$ cat src/rtl/cp0_regfile_if.sv
// Pipeline-to-CP0 bundle: WB writes, mfc0 read port, exception commit and CP0 state outputs.
interface cp0_regfile_if #(
    parameter int unsigned DATA_WIDTH = 32
);
    logic [5:0]            int_i;
    logic                  wb_wb_cp0;
    logic [4:0]            wb_cp0_write_addr;
    logic [DATA_WIDTH-1:0] wb_cp0_write;
    logic [4:0]            raddr;
    logic [DATA_WIDTH-1:0] rdata;
    logic                  except_valid;
    logic [4:0]            except_code;
    logic                  except_eret;
    logic [DATA_WIDTH-1:0] except_pc;
    logic                  except_in_delay_slot;
    logic [DATA_WIDTH-1:0] cp0_count;
    logic [DATA_WIDTH-1:0] cp0_compare;
    logic [DATA_WIDTH-1:0] cp0_status;
    logic [DATA_WIDTH-1:0] cp0_cause;
    logic [DATA_WIDTH-1:0] cp0_epc;
    logic                  timer_int;

    modport master (
        output int_i, wb_wb_cp0, wb_cp0_write_addr, wb_cp0_write, raddr,
               except_valid, except_code, except_eret, except_pc, except_in_delay_slot,
        input  rdata, cp0_count, cp0_compare, cp0_status, cp0_cause, cp0_epc, timer_int
    );

    modport slave (
        input  int_i, wb_wb_cp0, wb_cp0_write_addr, wb_cp0_write, raddr,
               except_valid, except_code, except_eret, except_pc, except_in_delay_slot,
        output rdata, cp0_count, cp0_compare, cp0_status, cp0_cause, cp0_epc, timer_int
    );
endinterface

$ cat src/rtl/cp0_regfile.sv
// CP0 register file: Count/Compare timer, Status, Cause, EPC with WB writes and exception/ERET commit.
module cp0_regfile #(
    parameter int unsigned DATA_WIDTH = 32
) (
    input logic          clk,
    input logic          rst,
    cp0_regfile_if.slave bus
);
    localparam logic [4:0] ADDR_COUNT   = 5'd9;
    localparam logic [4:0] ADDR_COMPARE = 5'd11;
    localparam logic [4:0] ADDR_STATUS  = 5'd12;
    localparam logic [4:0] ADDR_CAUSE   = 5'd13;
    localparam logic [4:0] ADDR_EPC     = 5'd14;

    logic [DATA_WIDTH-1:0] count_q,   count_d;
    logic [DATA_WIDTH-1:0] compare_q, compare_d;
    logic [DATA_WIDTH-1:0] status_q,  status_d;
    logic [DATA_WIDTH-1:0] cause_q,   cause_d;
    logic [DATA_WIDTH-1:0] epc_q,     epc_d;
    logic                  timer_q,   timer_d;

    logic wr_count, wr_compare, wr_status, wr_cause, wr_epc;

    always_comb begin
        wr_count   = bus.wb_wb_cp0 && (bus.wb_cp0_write_addr == ADDR_COUNT);
        wr_compare = bus.wb_wb_cp0 && (bus.wb_cp0_write_addr == ADDR_COMPARE);
        wr_status  = bus.wb_wb_cp0 && (bus.wb_cp0_write_addr == ADDR_STATUS);
        wr_cause   = bus.wb_wb_cp0 && (bus.wb_cp0_write_addr == ADDR_CAUSE);
        wr_epc     = bus.wb_wb_cp0 && (bus.wb_cp0_write_addr == ADDR_EPC);
    end

    // WB write applied first; exception/ERET then override only the fields they own.
    always_comb begin
        count_d   = count_q + DATA_WIDTH'(1);
        compare_d = compare_q;
        status_d  = status_q;
        cause_d   = cause_q;
        epc_d     = epc_q;
        timer_d   = timer_q;

        if ((compare_q != '0) && (count_q == compare_q)) timer_d = 1'b1;
        cause_d[15:10] = {bus.int_i[5] | timer_q, bus.int_i[4:0]};

        if (wr_count) count_d = bus.wb_cp0_write;
        if (wr_compare) begin
            compare_d = bus.wb_cp0_write;
            timer_d   = 1'b0;
        end
        if (wr_status) status_d = bus.wb_cp0_write;
        if (wr_epc)    epc_d    = bus.wb_cp0_write;
        if (wr_cause) begin
            cause_d[9:8]   = bus.wb_cp0_write[9:8];
            cause_d[23:22] = bus.wb_cp0_write[23:22];
        end

        if (bus.except_eret) begin
            status_d[1] = 1'b0;
        end else if (bus.except_valid) begin
            if (!status_q[1]) begin
                epc_d       = bus.except_in_delay_slot ? (bus.except_pc - DATA_WIDTH'(4))
                                                       : bus.except_pc;
                cause_d[31] = bus.except_in_delay_slot;
            end
            cause_d[6:2] = bus.except_code;
            status_d[1]  = 1'b1;
        end
    end

    always_ff @(posedge clk) begin
        if (rst) begin
            count_q   <= '0;
            compare_q <= '0;
            status_q  <= '0;
            cause_q   <= '0;
            epc_q     <= '0;
            timer_q   <= 1'b0;
        end else begin
            count_q   <= count_d;
            compare_q <= compare_d;
            status_q  <= status_d;
            cause_q   <= cause_d;
            epc_q     <= epc_d;
            timer_q   <= timer_d;
        end
    end

    // mfc0 read port: registered values only, no WB forwarding.
    always_comb begin
        case (bus.raddr)
            ADDR_COUNT:   bus.rdata = count_q;
            ADDR_COMPARE: bus.rdata = compare_q;
            ADDR_STATUS:  bus.rdata = status_q;
            ADDR_CAUSE:   bus.rdata = cause_q;
            ADDR_EPC:     bus.rdata = epc_q;
            default:      bus.rdata = '0;
        endcase
    end

    assign bus.cp0_count   = count_q;
    assign bus.cp0_compare = compare_q;
    assign bus.cp0_status  = status_q;
    assign bus.cp0_cause   = cause_q;
    assign bus.cp0_epc     = epc_q;
    assign bus.timer_int   = timer_q;
endmodule

$ cat src/flat_wrapper.sv
// flat-port wrapper written by rule: the top's interface ports become plain ports
module cp0_regfile_flat 
#(
    parameter int unsigned DATA_WIDTH = 32
)
  (clk, rst, bus_int_i, bus_wb_wb_cp0, bus_wb_cp0_write_addr, bus_wb_cp0_write, bus_raddr, bus_except_valid, bus_except_code, bus_except_eret, bus_except_pc, bus_except_in_delay_slot, bus_rdata, bus_cp0_count, bus_cp0_compare, bus_cp0_status, bus_cp0_cause, bus_cp0_epc, bus_timer_int);
  cp0_regfile_if #(.DATA_WIDTH(DATA_WIDTH)) bus_i ();
  input logic clk;
  input logic rst;
  input wire logic [$bits(bus_i.int_i)-1:0] bus_int_i;
  input wire logic [$bits(bus_i.wb_wb_cp0)-1:0] bus_wb_wb_cp0;
  input wire logic [$bits(bus_i.wb_cp0_write_addr)-1:0] bus_wb_cp0_write_addr;
  input wire logic [$bits(bus_i.wb_cp0_write)-1:0] bus_wb_cp0_write;
  input wire logic [$bits(bus_i.raddr)-1:0] bus_raddr;
  input wire logic [$bits(bus_i.except_valid)-1:0] bus_except_valid;
  input wire logic [$bits(bus_i.except_code)-1:0] bus_except_code;
  input wire logic [$bits(bus_i.except_eret)-1:0] bus_except_eret;
  input wire logic [$bits(bus_i.except_pc)-1:0] bus_except_pc;
  input wire logic [$bits(bus_i.except_in_delay_slot)-1:0] bus_except_in_delay_slot;
  output wire logic [$bits(bus_i.rdata)-1:0] bus_rdata;
  output wire logic [$bits(bus_i.cp0_count)-1:0] bus_cp0_count;
  output wire logic [$bits(bus_i.cp0_compare)-1:0] bus_cp0_compare;
  output wire logic [$bits(bus_i.cp0_status)-1:0] bus_cp0_status;
  output wire logic [$bits(bus_i.cp0_cause)-1:0] bus_cp0_cause;
  output wire logic [$bits(bus_i.cp0_epc)-1:0] bus_cp0_epc;
  output wire logic [$bits(bus_i.timer_int)-1:0] bus_timer_int;
  assign bus_i.int_i = bus_int_i;
  assign bus_i.wb_wb_cp0 = bus_wb_wb_cp0;
  assign bus_i.wb_cp0_write_addr = bus_wb_cp0_write_addr;
  assign bus_i.wb_cp0_write = bus_wb_cp0_write;
  assign bus_i.raddr = bus_raddr;
  assign bus_i.except_valid = bus_except_valid;
  assign bus_i.except_code = bus_except_code;
  assign bus_i.except_eret = bus_except_eret;
  assign bus_i.except_pc = bus_except_pc;
  assign bus_i.except_in_delay_slot = bus_except_in_delay_slot;
  assign bus_rdata = bus_i.rdata;
  assign bus_cp0_count = bus_i.cp0_count;
  assign bus_cp0_compare = bus_i.cp0_compare;
  assign bus_cp0_status = bus_i.cp0_status;
  assign bus_cp0_cause = bus_i.cp0_cause;
  assign bus_cp0_epc = bus_i.cp0_epc;
  assign bus_timer_int = bus_i.timer_int;
  cp0_regfile #(.DATA_WIDTH(DATA_WIDTH)) u_core (.clk(clk), .rst(rst), .bus(bus_i));
endmodule
$ cat config.mk
export PLATFORM = sky130hd
export DESIGN_NAME = cp0_regfile_flat
export DESIGN_NICKNAME = d
export VERILOG_FILES = /design/src/rtl/cp0_regfile_if.sv /design/src/rtl/cp0_regfile.sv /design/src/flat_wrapper.sv
export SDC_FILE = /design/constraint.sdc
export NUM_CORES = 1
export LEC_CHECK = 0
export CAP_MARGIN = 15
export CORE_ASPECT_RATIO = 0.9
export CORE_MARGIN = 4
export CORE_UTILIZATION = 35
export CTS_CLUSTER_DIAMETER = 80
export DETAILED_ROUTE_END_ITERATION = 8
export GPL_TIMING_DRIVEN = 0
export PLACE_DENSITY = 0.67
export SYNTH_ARGS = -nofsm -noshare
export SYNTH_HDL_FRONTEND = slang
export SYNTH_SLANG_ARGS = --single-unit
$ cat constraint.sdc
create_clock -name clk -period 1.95 [get_ports clk]
set_input_delay 0.39 -clock clk [delete_from_list [all_inputs] [get_ports clk]]
set_output_delay 0.39 -clock clk [all_outputs]
set_load 0.02 [all_outputs]
* Word level (Yosys, flattened, before mapping)
Cells that the tools add are included.
Storage, ports and cells: logic and storage cells 47, input port bits 91, register bits after elaboration 145
Cells by class: reductions and logical operators 12, add/sub/neg operators 2, muxes and demuxes 9, bitwise operators 3, equality and inequality tests 11
Operators with widths (count):
- $mux 32 | 6
- $pmux 32 s5 | 1
- $eq 5x4->1 const B | 10
- $add 32x1->32 const B | 1
- $eq 32x32->1 | 1
- $reduce_bool 32->1 | 1
- $sub 32x3->32 const B | 1
- $logic_and 1x1->1 | 6
- $reduce_or 2->1 | 2
- $reduce_and 3->1 | 1
- $mux 2 | 1
- $not 1->1 | 2
- $reduce_and 2->1 | 1
- $reduce_bool 2->1 | 1
- $mux 1 | 1
- $or 1x1->1 | 1

* Depth between registers and ports, before layout
Gate-level depths: netlist (run 1).
depth after elaboration 6, depth in mapped cells 7, gate-level depth less buffers 7

* Least setup slack after synthesis (run 1)
No wires, ideal clock.
kind input -> output, start input port bus_raddr[3], end output port bus_rdata[10], data arrival time 1640 ps, path slack -80 ps, data required time 1560 ps, cell stages on the path 5, cells stage by stage nor2b_1 nand2_1 nor3b_1 clkbuf_1 a21o_1
Between the ends: longest elaborated chain between the ends 2, elaborated cells on any way between the ends 6, those cells by class eq/ne: 5; mux: 1
RTL lines:
- start: declaration | RTL line flat_wrapper.sv:14 | input wire logic [$bits(bus_i.raddr)-1:0] bus_raddr;
- $eq 5x4->1 | RTL line cp0_regfile.sv:89 | case (bus.raddr)
- $pmux 32 s5 * | RTL line cp0_regfile.sv:89
- end: declaration | RTL line flat_wrapper.sv:20 | output wire logic [$bits(bus_i.rdata)-1:0] bus_rdata;
Every way passes the cells marked *; elsewhere a longest branch is shown, timed or not.

* Worst setup path in the final report (run 1)
start register u_core.count_q[6] (netlist: u_core.bus.cp0_count[6]), end output port bus_rdata[6]
Between the ends: longest elaborated chain between the ends 1
RTL lines:
- start: declaration | RTL line cp0_regfile.sv:15 | logic [DATA_WIDTH-1:0] count_q, count_d;
- start signal: assignment | RTL line cp0_regfile.sv:78 | count_q <= count_d;
- $pmux 32 s5 | RTL line cp0_regfile.sv:89
No other way between the ends.

==> results of run 1 <==
-- repair_timing --
item / in CTS / in global routing
resized for setup: 297 / 111
buffers inserted: 10 / 4
cloned: 4 / 0
setup endpoints to repair: 161 / 135
pin swaps: 8 / 8
-- state kept, by name, summed over array words and instances, names as in the netlist --
signal / cells
u_core.bus.cp0_cause: 16
u_core.bus.cp0_compare: 32
u_core.bus.cp0_count: 32
u_core.bus.cp0_epc: 32
u_core.bus.cp0_status: 32
u_core.bus.timer_int: 1
-- cells in the final DEF, fill, tap and decap left out, types with 28 or more instances in the layout --
cell	instances
mux2i_1	49
buf_4	47
nor2_1	69
clkbuf_1	28
a21oi_1	80
clkdlybuf4s50_1	181
xnor2_1	63
nand2_1	189
a211oi_1	30
dfxtp_1	132
-- report_power, final --
group / internal, mW / switching, mW / total (mW)
registers: 3.05 / 0.120 / 3.17
clock network: 1.86 / 1.24 / 3.10
logic: 0.593 / 0.693 / 1.29
-- worst max-delay path: stages (launching register included) --
cell and delay [ns]:
dfxtp_1 0.40, mux2i_2 0.31, o22ai_4 0.11, a21o_1 0.16, buf_4 0.15
-- kinds of logic after synthesis --
family,Yosys count,synth area share
AND/OR/NAND/NOR,414,0.251
AO/OA/AOI/OAI,186,0.146
other,1,0.000463
buffers and inverters,95,0.0538
XOR/XNOR,88,0.0952
adder cells (fa/ha/maj),2,0.00309
multiplexers,74,0.0915
flip-flops,145,0.359
-- metrics by stage --
stage | std cells | setup TNS, ns | total power, mW
after floorplan | 1020 | -0.0552 | 3.75
after global placement | 1581 | -108.46 | 4.39
after detailed placement | 1581 | -111.74 | 4.39
after CTS | 1622 | -0.149 | 7.52
after global routing | 1625 | -0.101 | 7.77
final | 1625 | 0 | 7.56
-- how the worst max path moves through the flow --
stage	cells after the start	slack, ns	start	endpoint
2_1_floorplan	6	-0.01	bus_raddr[3]	bus_rdata[16]
3_3_place_gp	7	-1.34	bus_raddr[3]	bus_rdata[9]
3_5_place_dp	7	-1.33	bus_raddr[3]	bus_rdata[9]
4_1_cts	7	-0.02	bus_wb_cp0_write_addr[4]	u_core.bus.cp0_status[30]
5_1_grt	5	-0.03	u_core.bus.cp0_count[3]	bus_rdata[3]
6_report	4	0.0007	u_core.bus.cp0_count[6]	bus_rdata[6]
-- per-layer routing --
metal,wire length (µm),global-route usage,share of wire
met5,0,0,0
met2,16800,0.435,0.46
met1,14700,0.358,0.41
met4,1080,0.0808,0.030
met3,3580,0.0604,0.099
-- final cells by class --
cell class / instances / area (µm²) / share of cell area
plain buffers: 88 / 616 / 0.0491
inverters: 4 / 15.0 / 0.00120
repair buffers: 282 / 2770 / 0.221
well taps: 297 / 372 / 0.0296
multi-input cells: 780 / 5300 / 0.422
flip-flops and latches: 145 / 2920 / 0.233
clock inverters: 6 / 57.6 / 0.00459
clock buffers: 23 / 488 / 0.0389
-- Yosys cell counts (all sizes together) (25+ instances only) --
| cell | number |
|---|---|
| a211oi | 30 |
| a21oi | 80 |
| buf | 32 |
| clkbuf | 59 |
| dfxtp | 145 |
| mux2i | 74 |
| nand2 | 191 |
| nand4 | 25 |
| nor2 | 70 |
| nor3 | 30 |
| o22ai | 32 |
| xnor2 | 63 |
| xor2 | 25 |
==> results.cfg, run 1 <==
[critical_path]
startpoint_type = flip-flop
r2r_end = u_core.bus.cp0_count[19]
cp.arrival_ns = 1.56
endpoint_kind = primary output
critPathRequiredTime_ns = 1.56
rr_worst_depth = 7
worstPathMaxFanout = 6
reg2reg_from = u_core.bus.cp0_count[7]
r2r_setup_slack_ns = 0.09
path_class = reg -> out

[floorplanning]
ios = 284
start_util = 0.358
die_area_um2 = 25600
die_w_um = 168
die_y_um = 152
core-area_um2 = 22600
row_count = 52

[sta]
max_slew_margin = 0.470
fin_crit_sh = 1.00
clock.fmax_ghz = 0.513
setup_violations = 0
fin_skew_ns = 0.00731
worst_slew_pin_slew_ns = 0.795
timing.final.ws_setup_ns = 0.000692
drv_slew = 0
timing.hold.ws_ns = 0.260
fin_crit_ns = 1.95
rsz0062_at_grt = true
final-hold-violation-count = 0

[final_layout]
stdcell_area_um2 = 12500
diodes = 0
areaGrowthSynthToFinish_pct = 54.9
post-route-util = 0.554
nFillCells = 2137
nNetsFinal = 1411
layout-drive-gt1-share = 0.178

[cts]
clkTransAtPathRegs_ns = 0.06
hold_buffers = 0
clk_latency_ns = 0.43
clkSinkCount = 145
cts_tree = yes
root_buffer = clkbuf_16
clock_path_buffers = 2
cts_made_buffers = 17
cts_htree_levels = 4

[place]
io_buffers = 264
gp_congestion = 0.943
place_ws_ns = -1.33
hpwl_um = 28300
place_area_um2 = 11200

[synth]
synth-seq-cells = 145
synth_seq_area_share = 0.359
avgSynthCellArea_um2 = 8.06
syn-cell-area_um2 = 8100
netlist.area_leader.share = 0.359
ys_warn_count = 0
synth_edf_count = 0
synthTopCellsByArea = dfxtp_1, mux2i_1, nand2_1, xnor2_1, a21oi_1
synth_cells = 1005
yosys.area.top_type = dfxtp_1
synth-main-ff-cell = dfxtp_1
yosysUniqueCellTypes = 49
synthArstFlopShare = 0

[route]
final_antenna_net_count = 0
drt_iter0_markers = 914
drt-pass1-iter-count = 6
route.detailed.drc = 0
via_count = 8909
finalWirelength_um = 36200
vias_per_cell = 5.48
wire_per_inst_um = 22.3

[global_route]
grtUsageTotal = 0.268
antenna_found_initial = 0
overflow = 0
grt_max_degree = 17
grt_pass1_vias = 8522
grt_first_pass_wirelength_um = 53200

[power]
power.leakage_nw = 5.01
powerDensity_nw_per_um2 = 603
irDropWorstVdd_uv = 493

[worst_hold_path]
holdPathStages = 3
whs_endpoint = u_core.bus.cp0_cause[31]
min-delay-start = bus_except_in_delay_slot
holdCritPathClass = in -> reg

[status]
status = completed

[job]
max_cap_viol_count = 0
No activity file was read; power rests on OpenSTA's default activity.
==> run 2, diff against run 1 <==
Settings changed: CAP_MARGIN 15 to 20.
==> results of run 2 <==
Same layout as run 1: the final DEF is identical, and so are final timing and power.
==> run 3, diff against run 2 <==
Settings changed: DONT_BUFFER_PORTS set to 1, PLACE_DENSITY 0.67 to not set.
==> run 3 against run 2 <==
  * Via count is 11% lower
  * Largest power group is now clock
  * Global-route usage rose by 0.45 points
  * Clock skew is 0.0031 ns higher
  * Fmax grew 0.72%
  * Critical path type is now in -> out
  * Combinational power fell by 48%
  * Core utilization shrank 12 points
  * Critical endpoint is now bus_rdata[31]
==> results.cfg, run 3 (synthesized netlist as in run 1, its figures left out) <==
[floorplanning]
start_util = 0.358
die_y_um = 152
row_count = 52
ios = 284
die_w_um = 168
die_area_um2 = 25600
core-area_um2 = 22600

[route]
finalWirelength_um = 36600
route.detailed.drc = 0
vias_per_cell = 5.85
drt_iter0_markers = 746
via_count = 7917
final_antenna_net_count = 0
wire_per_inst_um = 27.0
drt-pass1-iter-count = 5

[critical_path]
worstPathMaxFanout = 10
r2r_setup_slack_ns = 0.10
max_stage_delay_ns = 0.28
cp.arrival_ns = 1.55
critPathTopFamily = buffers and inverters
endpoint_kind = primary output
slowest_stage = mux2i_2
critPathRequiredTime_ns = 1.56
path_buf_inv = 2
worstPathCellList = buf_4 -> buf_6 -> mux2i_2 -> o22ai_2 -> a21o_1
startpoint_type = primary input
path_class = in -> out

[sta]
final-hold-violation-count = 0
fin_skew_ns = 0.0104
max_slew_margin = 0.387
drv_slew = 0
timing.final.ws_setup_ns = 0.0146
clock.fmax_ghz = 0.517
fin_crit_ns = 1.94
setup_violations = 0
fin_crit_sh = 0.992
timing.hold.ws_ns = 0.0331
rsz0062_at_grt = true
worst_slew_pin_slew_ns = 0.919

[job]
max_cap_viol_count = 0

[final_layout]
layout-drive-gt1-share = 0.203
final_common_cell = nand2_1
nNetsFinal = 1138
diodes = 0
areaGrowthSynthToFinish_pct = 20.8
most-common-layout-cells = nand2_1, dfxtp_1, a21oi_1
multi_input_area_um2 = 5220
post-route-util = 0.432
regArea_um2 = 2990
nFillCells = 2294

[cts]
hold_buffers = 0
clk_latency_ns = 0.43
cts_tree = yes
root_buffer = clkbuf_16
cts_made_buffers = 17
clkSinkCount = 145
clock_path_buffers = 2
cts_htree_levels = 4
clkTransAtPathRegs_ns = 0.06

[power]
irDropWorstVdd_uv = 456
p_sw_mw = 2.01
p_seq_frac = 0.447
p_sw_frac = 0.272
power_mw = 7.37
powerDensity_nw_per_um2 = 754
power.leakage_nw = 3.36
power.share.combinational = 0.092
power_frac_clock = 0.462
cell_internal_pwr_mw = 5.36

[global_route]
grt_first_pass_wirelength_um = 52700
grt_pass1_vias = 7549
overflow = 0
grt_max_degree = 17
grtUsageTotal = 0.273
antenna_found_initial = 0

[place]
gp_congestion = 0.940
hpwl_um = 28600
place_ws_ns = -0.744
io_buffers = 0

[worst_hold_path]
holdCritPathClass = in -> reg

[status]
status = completed
-- run 3: changes by cell type in the layout (fill, tap and decap cells not counted), sizes merged --
cell / delta
buf: -38
clkinv: +1
dlymetal6s2s: -27
clkdlybuf4s15: -2
clkdlybuf4s50: -181
inv: +1
clkbuf: -6
bufinv: +2
dlygate4sd2: -21
-- run 3: timing repair --
| item | in CTS | in global routing |
|---|---|---|
| setup endpoints to repair | 65 | 74 |
| resized for setup | 119 | 70 |
| gates cloned | 1 | 0 |
| buffers inserted | 3 | 2 |
| pin swaps | 4 | 8 |
-- run 3: worst paths after layout --
check                                                 end                       from  cells past startpoint
worst min register to register  u_core.bus.cp0_status[31]  u_core.bus.cp0_status[31]                      2
worst min-delay path             u_core.bus.cp0_status[1]            bus_except_eret                      1
worst max register to register   u_core.bus.cp0_count[26]   u_core.bus.cp0_count[11]                      7
worst max-delay path                        bus_rdata[31]               bus_raddr[1]                      5
-- run 3: metal layers --
| metal | up-vias | GRT usage | wire [µm] |
|---|---|---|---|
| met5 | - | 0 | 0 |
| met4 | 0 | 0.0506 | 587 |
| met3 | 47 | 0.125 | 4480 |
| met2 | 425 | 0.432 | 16500 |
| met1 | 3831 | 0.347 | 14900 |
| li1 | 3614 | - | - |
-- run 3: worst register-to-register path, stage by stage (launching register included) --
cell,delay [ns]
dfxtp_2,0.41
buf_6,0.17
nand4_1,0.18
buf_4,0.20
nor2_4,0.24
nand4_1,0.17
xor2_1,0.17
a211oi_1,0.22
-- run 3: cell type report --
class | instances | share of cell area
Clock buffer | 21 | 0.0461
Multi-Input combinational cell | 780 | 0.534
Timing Repair Buffer | 7 | 0.00678
Inverter | 4 | 0.00154
Tap cell | 297 | 0.0380
Clock inverter | 10 | 0.0138
Buffer | 90 | 0.0545
Sequential cell | 145 | 0.306
-- run 3: power by group through the flow --
| stage | clock, mW | sequential (mW) | combinational [mW] |
|---|---|---|---|
| 2_1_floorplan | 0 | 3.29 | 0.461 |
| 3_3_place_gp | 0 | 3.35 | 0.599 |
| 3_5_place_dp | 0 | 3.36 | 0.605 |
| 4_1_cts | 3.39 | 3.29 | 0.653 |
| 5_1_grt | 3.53 | 3.30 | 0.734 |
| 6_report | 3.40 | 3.29 | 0.676 |
-- run 3: stage by stage --
| step | std cells | setup TNS, ns | instance area [µm²] |
|---|---|---|---|
| 2_1_floorplan | 1020 | -0.0552 | 8170 |
| 3_3_place_gp | 1317 | -32.93 | 8540 |
| 3_5_place_dp | 1317 | -34.22 | 8540 |
| 4_1_cts | 1351 | 0 | 9570 |
| 5_1_grt | 1354 | -0.00928 | 9780 |
| 6_report | 1354 | 0 | 9780 |
